`config.mk`:
```
export PLATFORM = sky130hd
export DESIGN_NAME = fetch_ctrl_flat
export DESIGN_NICKNAME = d
export VERILOG_FILES = /design/src/rtl/mips_pkg.sv /design/src/rtl/fetch_ctrl_if.sv /design/src/rtl/fetch_perf.sv /design/src/rtl/fetch_ctrl.sv /design/src/flat_wrapper.sv
export SDC_FILE = /design/constraint.sdc
export NUM_CORES = 1
export LEC_CHECK = 0
export BUFFER_PORTS_ARGS = -buffer_cell sky130_fd_sc_hd__buf_2
export CORE_ASPECT_RATIO = 1.5
export CORE_MARGIN = 2
export CORE_UTILIZATION = 34
export DETAILED_ROUTE_END_ITERATION = 6
export GPL_TIMING_DRIVEN = 0
export PLACE_DENSITY = 0.55
export SLEW_MARGIN = 10
export SYNTH_ARGS = -nofsm -noshare
export SYNTH_HDL_FRONTEND = slang
export SYNTH_SLANG_ARGS = --single-unit
```
`constraint.sdc`:
```
create_clock -name clk -period 1.97 [get_ports clk]
set_input_delay 0.2955 -clock clk [delete_from_list [all_inputs] [get_ports clk]]
set_output_delay 0.2955 -clock clk [all_outputs]
set_load 0.1 [all_outputs]
```
`src/rtl/mips_pkg.sv`:
```
// Shared MIPS core types and constants: fetch FSM encodings, instruction width,
// PC increment, NOP encoding and the fetch-fault predicate.
package mips_pkg;

    typedef enum logic [1:0] {
        FS_RUN   = 2'd0,
        FS_HOLD  = 2'd1,
        FS_FAULT = 2'd2
    } fetch_state_e;

    localparam int unsigned        INSTR_W   = 32;
    localparam logic [31:0]        PC_STEP   = 32'd4;
    localparam logic [INSTR_W-1:0] NOP_INSTR = 32'h0000_0000;

    // A fetch faults on a misaligned byte address or a word index past the memory end.
    function automatic logic pc_fault(input logic [31:0] pc, input logic [31:0] mem_words);
        return (pc[1:0] != 2'b00) || ({2'b00, pc[31:2]} >= mem_words);
    endfunction

endpackage

```
`src/rtl/fetch_ctrl_if.sv`:
```
// Fetch-stage bus: instruction-memory port, redirect/halt controls and the
// valid/ready decode stage. Perf counter outputs exist only under FETCH_PERF_EN.
interface fetch_ctrl_if;
    import mips_pkg::*;

    logic [31:0]        mem_addr;
    logic [INSTR_W-1:0] mem_data;
    logic               redirect_valid;
    logic [31:0]        redirect_pc;
    logic               halt_req;
    logic               if_valid;
    logic               if_ready;
    logic [INSTR_W-1:0] if_instr;
    logic [31:0]        if_pc;
    logic               fault;
    logic [31:0]        fault_pc;
`ifdef FETCH_PERF_EN
    logic [31:0]        perf_fetch_cnt;
    logic [31:0]        perf_stall_cnt;
`endif

    modport master (
`ifdef FETCH_PERF_EN
        output perf_fetch_cnt,
        output perf_stall_cnt,
`endif
        output mem_addr,
        output if_valid,
        output if_instr,
        output if_pc,
        output fault,
        output fault_pc,
        input  mem_data,
        input  redirect_valid,
        input  redirect_pc,
        input  halt_req,
        input  if_ready
    );

    modport slave (
`ifdef FETCH_PERF_EN
        input  perf_fetch_cnt,
        input  perf_stall_cnt,
`endif
        input  mem_addr,
        input  if_valid,
        input  if_instr,
        input  if_pc,
        input  fault,
        input  fault_pc,
        output mem_data,
        output redirect_valid,
        output redirect_pc,
        output halt_req,
        output if_ready
    );

endinterface

```
`src/rtl/fetch_perf.sv`:
```
// Fetch performance counters: instructions loaded and cycles stalled by decode.
// Instantiated by fetch_ctrl only when FETCH_PERF_EN is defined.
module fetch_perf (
    input  logic        clk,
    input  logic        rst_n,
    input  logic        i_load,
    input  logic        i_stall,
    output logic [31:0] o_fetch_cnt,
    output logic [31:0] o_stall_cnt
);

    logic [31:0] r_fetch_cnt;
    logic [31:0] r_stall_cnt;

    // Free-running counters, wrapping modulo 2^32
    always_ff @(posedge clk) begin
        if (!rst_n) begin
            r_fetch_cnt <= 32'd0;
            r_stall_cnt <= 32'd0;
        end else begin
            if (i_load) begin
                r_fetch_cnt <= r_fetch_cnt + 32'd1;
            end
            if (i_stall) begin
                r_stall_cnt <= r_stall_cnt + 32'd1;
            end
        end
    end

    assign o_fetch_cnt = r_fetch_cnt;
    assign o_stall_cnt = r_stall_cnt;

endmodule

```
`src/rtl/fetch_ctrl.sv`:
```
// Instruction-fetch sequencer: owns the PC, reads combinational instruction memory
// and registers each word into a valid/ready stage. Optional counters: FETCH_PERF_EN.
module fetch_ctrl
    import mips_pkg::*;
#(
    parameter logic [31:0] RESET_PC  = 32'h0000_0000,
    parameter logic [31:0] MEM_WORDS = 32'h0010_0000
) (
    input  logic         clk,
    input  logic         rst_n,
    fetch_ctrl_if.master bus
);

    fetch_state_e       r_state;
    fetch_state_e       w_state_nxt;
    logic [31:0]        r_pc;
    logic [31:0]        w_pc_nxt;
    logic               r_if_valid;
    logic               w_if_valid_nxt;
    logic [INSTR_W-1:0] r_if_instr;
    logic [31:0]        r_if_pc;
    logic               r_fault;
    logic               w_fault_nxt;
    logic [31:0]        r_fault_pc;
    logic               w_fault_set;
    logic               w_load;
    logic               w_load_slot;

    assign w_load_slot = !r_if_valid || bus.if_ready;

    // Next-state, PC and output-stage control; redirect overrides every state
    always_comb begin
        w_state_nxt    = r_state;
        w_pc_nxt       = r_pc;
        w_if_valid_nxt = r_if_valid;
        w_fault_nxt    = r_fault;
        w_fault_set    = 1'b0;
        w_load         = 1'b0;
        if (bus.redirect_valid) begin
            w_pc_nxt       = bus.redirect_pc;
            w_if_valid_nxt = 1'b0;
            w_fault_nxt    = 1'b0;
            w_state_nxt    = bus.halt_req ? FS_HOLD : FS_RUN;
        end else begin
            case (r_state)
                FS_RUN: begin
                    if (bus.halt_req) begin
                        w_state_nxt    = FS_HOLD;
                        w_if_valid_nxt = r_if_valid && !bus.if_ready;
                    end else if (w_load_slot) begin
                        if (pc_fault(r_pc, MEM_WORDS)) begin
                            w_if_valid_nxt = 1'b0;
                            w_fault_nxt    = 1'b1;
                            w_fault_set    = 1'b1;
                            w_state_nxt    = FS_FAULT;
                        end else begin
                            w_load         = 1'b1;
                            w_if_valid_nxt = 1'b1;
                            w_pc_nxt       = r_pc + PC_STEP;
                        end
                    end else begin
                        w_if_valid_nxt = r_if_valid;
                    end
                end
                FS_HOLD: begin
                    w_if_valid_nxt = r_if_valid && !bus.if_ready;
                    if (!bus.halt_req) begin
                        w_state_nxt = FS_RUN;
                    end else begin
                        w_state_nxt = FS_HOLD;
                    end
                end
                FS_FAULT: begin
                    w_if_valid_nxt = 1'b0;
                end
                default: begin
                    w_state_nxt    = FS_RUN;
                    w_if_valid_nxt = 1'b0;
                end
            endcase
        end
    end

    // FSM state register
    always_ff @(posedge clk) begin
        if (!rst_n) begin
            r_state <= FS_RUN;
        end else begin
            r_state <= w_state_nxt;
        end
    end

    // PC, output stage and fault registers
    always_ff @(posedge clk) begin
        if (!rst_n) begin
            r_pc       <= RESET_PC;
            r_if_valid <= 1'b0;
            r_if_instr <= NOP_INSTR;
            r_if_pc    <= 32'd0;
            r_fault    <= 1'b0;
            r_fault_pc <= 32'd0;
        end else begin
            r_pc       <= w_pc_nxt;
            r_if_valid <= w_if_valid_nxt;
            r_fault    <= w_fault_nxt;
            if (w_load) begin
                r_if_instr <= bus.mem_data;
                r_if_pc    <= r_pc;
            end
            if (w_fault_set) begin
                r_fault_pc <= r_pc;
            end
        end
    end

    assign bus.mem_addr = {2'b00, r_pc[31:2]};
    assign bus.if_valid = r_if_valid;
    assign bus.if_instr = r_if_instr;
    assign bus.if_pc    = r_if_pc;
    assign bus.fault    = r_fault;
    assign bus.fault_pc = r_fault_pc;

`ifdef FETCH_PERF_EN
    logic        w_stall;
    logic [31:0] w_fetch_cnt;
    logic [31:0] w_stall_cnt;

    assign w_stall = r_if_valid && !bus.if_ready;

    fetch_perf u_perf (
        .clk         (clk),
        .rst_n       (rst_n),
        .i_load      (w_load),
        .i_stall     (w_stall),
        .o_fetch_cnt (w_fetch_cnt),
        .o_stall_cnt (w_stall_cnt)
    );

    assign bus.perf_fetch_cnt = w_fetch_cnt;
    assign bus.perf_stall_cnt = w_stall_cnt;
`endif

endmodule

```
`src/flat_wrapper.sv`:
```
// flat-port wrapper written by rule: the top's interface ports become plain ports
module fetch_ctrl_flat import mips_pkg::*;
#(
    parameter logic [31:0] RESET_PC  = 32'h0000_0000,
    parameter logic [31:0] MEM_WORDS = 32'h0010_0000
)
  (clk, rst_n, bus_mem_addr, bus_if_valid, bus_if_instr, bus_if_pc, bus_fault, bus_fault_pc, bus_mem_data, bus_redirect_valid, bus_redirect_pc, bus_halt_req, bus_if_ready);
  fetch_ctrl_if bus_i ();
  input  logic clk;
  input  logic rst_n;
  output wire logic [$bits(bus_i.mem_addr)-1:0] bus_mem_addr;
  output wire logic [$bits(bus_i.if_valid)-1:0] bus_if_valid;
  output wire logic [$bits(bus_i.if_instr)-1:0] bus_if_instr;
  output wire logic [$bits(bus_i.if_pc)-1:0] bus_if_pc;
  output wire logic [$bits(bus_i.fault)-1:0] bus_fault;
  output wire logic [$bits(bus_i.fault_pc)-1:0] bus_fault_pc;
  input wire logic [$bits(bus_i.mem_data)-1:0] bus_mem_data;
  input wire logic [$bits(bus_i.redirect_valid)-1:0] bus_redirect_valid;
  input wire logic [$bits(bus_i.redirect_pc)-1:0] bus_redirect_pc;
  input wire logic [$bits(bus_i.halt_req)-1:0] bus_halt_req;
  input wire logic [$bits(bus_i.if_ready)-1:0] bus_if_ready;
  assign bus_mem_addr = bus_i.mem_addr;
  assign bus_if_valid = bus_i.if_valid;
  assign bus_if_instr = bus_i.if_instr;
  assign bus_if_pc = bus_i.if_pc;
  assign bus_fault = bus_i.fault;
  assign bus_fault_pc = bus_i.fault_pc;
  assign bus_i.mem_data = bus_mem_data;
  assign bus_i.redirect_valid = bus_redirect_valid;
  assign bus_i.redirect_pc = bus_redirect_pc;
  assign bus_i.halt_req = bus_halt_req;
  assign bus_i.if_ready = bus_if_ready;
  fetch_ctrl #(.RESET_PC(RESET_PC), .MEM_WORDS(MEM_WORDS)) u_core (.clk(clk), .rst_n(rst_n), .bus(bus_i));
endmodule
```
==> flow_summary.ini <==
[die]
floorplan.die.height_um = 163
core_ar_um2 = 16700
horiz_die_dim_um = 110
initial_utilization = 0.345
die_area_um2 = 18000
ioPinCount = 199
std_cell_rows = 58

[critical_path]
crit_path_end_kind = flip-flop
critical_path.n_buffers_inverters = 2
timing.critical_path.cells = nor4_4 -> buf_4 -> nand4_1 -> buf_6 -> or4_4 -> a21oi_2
crit_path_top_delay_cell = or4_4
reg2reg_setup_slack_ns = 0.08
path_max_fanout = 10
critical_setup_path_class = flip-flop to flip-flop
critical_path_arrival_ns = 2.24
startpoint_type_of_the_worst_setup_path = flip-flop
timing.critical_path.required_ns = 2.32
worst_path_largest_cell_delay_ns = 0.53
crit_path_max_delay_family = simple AND/OR/NAND/NOR gates

[power]
ir_worst_vdd_uv = 493
power_leakage_uw = 0.00338
design_power_total_uw = 7270
power.density_nw_per_um2 = 942

[placement]
portBuffers = 196
place_hpwl_um = 14800
placement.setup.worst_slack_ns = -0.311
gp_congestion = 0.832
placed_area_um2 = 7010

[cells_and_area]
antenna_cells = 0
nNetsFinal = 992
layout-drive-gt1-share = 0.336
final_cell_area_um2 = 7720
syn_to_final_growth_pct = 34.1

[route]
routed_wirelength_um = 20400
routed_via_density = 5.28
iteration_count_of_the_initial_detailed_routing_pass = 5
drt-initial-drc-count = 391
detail_route.drc_violations = 0
detail-route-antenna-nets = 0
route.detailed.wl_per_inst_um = 17.8
dr_total_vias = 6043

[clock_tree]
cts_tree = done
h_tree_lvls = 4
cts_buffers = 17
clk-insertion-delay-late_ns = 0.42
cts.sinks = 132
max-clock-path-buffers = 2
clock_tree.root_cell = clkbuf_16
clkTransAtPathRegs_ns = 0.06

[global_routing]
antenna_violations_before_repair = 2
maximum_number_of_pins_on_one_net_before_global_route_repair = 17
grt_pass1_vias = 5706
globalRouteOverflowTotal = 0
grt_first_pass_wirelength_um = 31200
globalRouteTotalUtil = 0.228

[yosys]
synthesis_warning_total = 0
yosys.area.top_type_share = 0.459
netlist.top_cell.by_area = dfxtp_1
yosysSeqAreaShare = 0.459
synth_top_cells_by_area = dfxtp_1 46%, o21ai_0 9.0%, nand3_1 8.7%
post_synth_inst_count = 695
synth_cell_area_um2 = 5760
ys_ff_latch = 132
netlist-cell-type-count = 39
postSynthAreaPerCell_um2 = 8.29

[sta]
worst_slew_pin_slew_ns = 0.741
report.final.slew_viol_count = 0
whs_ns = 0.113
setup-tns-final_ns = 0
final.setup_skew_ns = 0.00535
unrepaired_setup_endpoints_after_global_routing = yes
max_slew_margin = 0.506
final_critical_path_setup_slack_ns = 0.0812
finalHoldViolCount = 0
max_freq_mhz = 529
share_of_the_clock_period_used_by_the_worst_path_after_layout = 0.959
timing.final.setup_violations = 0
final.min_clock_period_ns = 1.89

[status]
outcome = complete, no violations

[worst_hold_path]
min-delay-path-class = primary input to flip-flop

[run]
cap_viol_max_count = 0
## cells in the mapped netlist (all sizes together)
cell / n
nand3: 101
nand2: 14
a32oi: 4
or4b: 2
nor4: 6
o311ai: 1
o211ai: 3
inv: 5
buf: 56
conb: 1
nor3: 9
nor2b: 4
and2: 2
nor3b: 2
nand2b: 2
o21ai: 103
nor2: 24
or3: 5
mux2i: 11
nand4: 13
and3: 26
ha: 2
o31a: 1
o31ai: 2
dfxtp: 132
a311oi: 4
a31o: 1
a21oi: 90
clkbuf: 45
a31oi: 7
or4: 5
and4: 8
a211oi: 4
## report_power, final
part | switching (uW) | total [uW] | internal [uW] | leakage [uW]
Combinational | 1010 | 1330 | 329 | 0.00204
Clock | 1300 | 3070 | 1780 | 0.000261
Sequential | 114 | 2870 | 2750 | 0.00107
## per-stage QoR
step,util,cells
after floorplan,-,696
after global placement,0.420,1102
after detailed placement,0.420,1102
after CTS,0.459,1142
after global routing,0.463,1144
final,0.463,1144
## final timing paths
path | from | endpoint | cells past startpoint
max | u_core.r_pc[22]$_SDFFE_PN0P_ | u_core.r_pc[22]$_SDFFE_PN0P_ | 6
min | bus_redirect_pc[30] | u_core.r_pc[30]$_SDFFE_PN0P_ | 3
max reg2reg | u_core.r_pc[22]$_SDFFE_PN0P_ | u_core.r_pc[22]$_SDFFE_PN0P_ | 6
min reg2reg | u_core.bus.fault_pc[21]$_SDFFE_PN0P_ | u_core.bus.fault_pc[21]$_SDFFE_PN0P_ | 2
## repair_timing
action,in CTS,in global routing
setup endpoints to repair,113,88
gates resized for setup,6,30
hold buffers,0,0
pin swaps,6,5
buffers inserted,9,3
hold endpoints to repair,0,0
## final cells by class
cell class,count,area [um2]
Buffer,99,551
Fill cell,1783,8970
Clock buffer,18,439
Sequential cell,132,2650
Clock inverter,14,129
Inverter,5,18.8
Multi-Input combinational cell,458,2600
Tap cell,210,263
Timing Repair Buffer,208,1070
## flip-flops by register name, indices dropped and copies added, names as in the netlist
register	cells
u_core.bus.if_instr	32
u_core.bus.if_pc	32
u_core.bus.fault	1
u_core.bus.fault_pc	32
u_core.r_pc	32
u_core.r_state	2
u_core.bus.if_valid	1
## kinds of logic (layout without fill, tap and decap cells)
kind of cell / after synthesis / count (layout) / synth area share
AO/OA/AOI/OAI: 220 / 220 / 0.204
buffers and inverters: 106 / 344 / 0.0952
other: 1 / 2 / 0.000651
adder cells (fa/ha/maj): 2 / 2 / 0.00434
multiplexers: 11 / 11 / 0.0191
flip-flops: 132 / 132 / 0.459
AND/OR/NAND/NOR: 223 / 223 / 0.218
## metal layers
metal / vias up / wire, um / global-route usage
li1: 2949 / - / -
met1: 2844 / 8050 / 0.269
met2: 203 / 10600 / 0.388
met3: 43 / 1120 / 0.0547
met4: 4 / 595 / 0.0977
met5: - / 27 / 0
## worst reg2reg max path, stage by stage, from the launching register on
cell and delay, ns:
dfxtp_2 0.35, nor4_4 0.36, buf_4 0.17, nand4_1 0.10
buf_6 0.17, or4_4 0.54, a21oi_2 0.14
## cells in the final DEF, fill, tap and decap left out, types with 3 or more instances in the layout
cell,n
o211ai_1,3
and4_1,8
clkbuf_2,5
buf_1,4
nor4_4,3
buf_4,43
nand3_1,100
a21oi_1,89
nand2_1,14
o21ai_1,6
dfxtp_1,126
a311oi_1,4
nor3_1,8
clkbuf_1,37
clkinvlp_4,6
a32oi_1,4
or4_1,4
mux2i_1,11
dfxtp_2,6
nor2b_1,4
nor2_1,24
a211oi_1,4
o21ai_0,97
and3_1,26
buf_2,211
a31oi_1,7
inv_6,3
clkbuf_4,4
clkbuf_16,17
or3_1,5
inv_1,4
nand4_1,13
(Power assumes the default switching activity.)
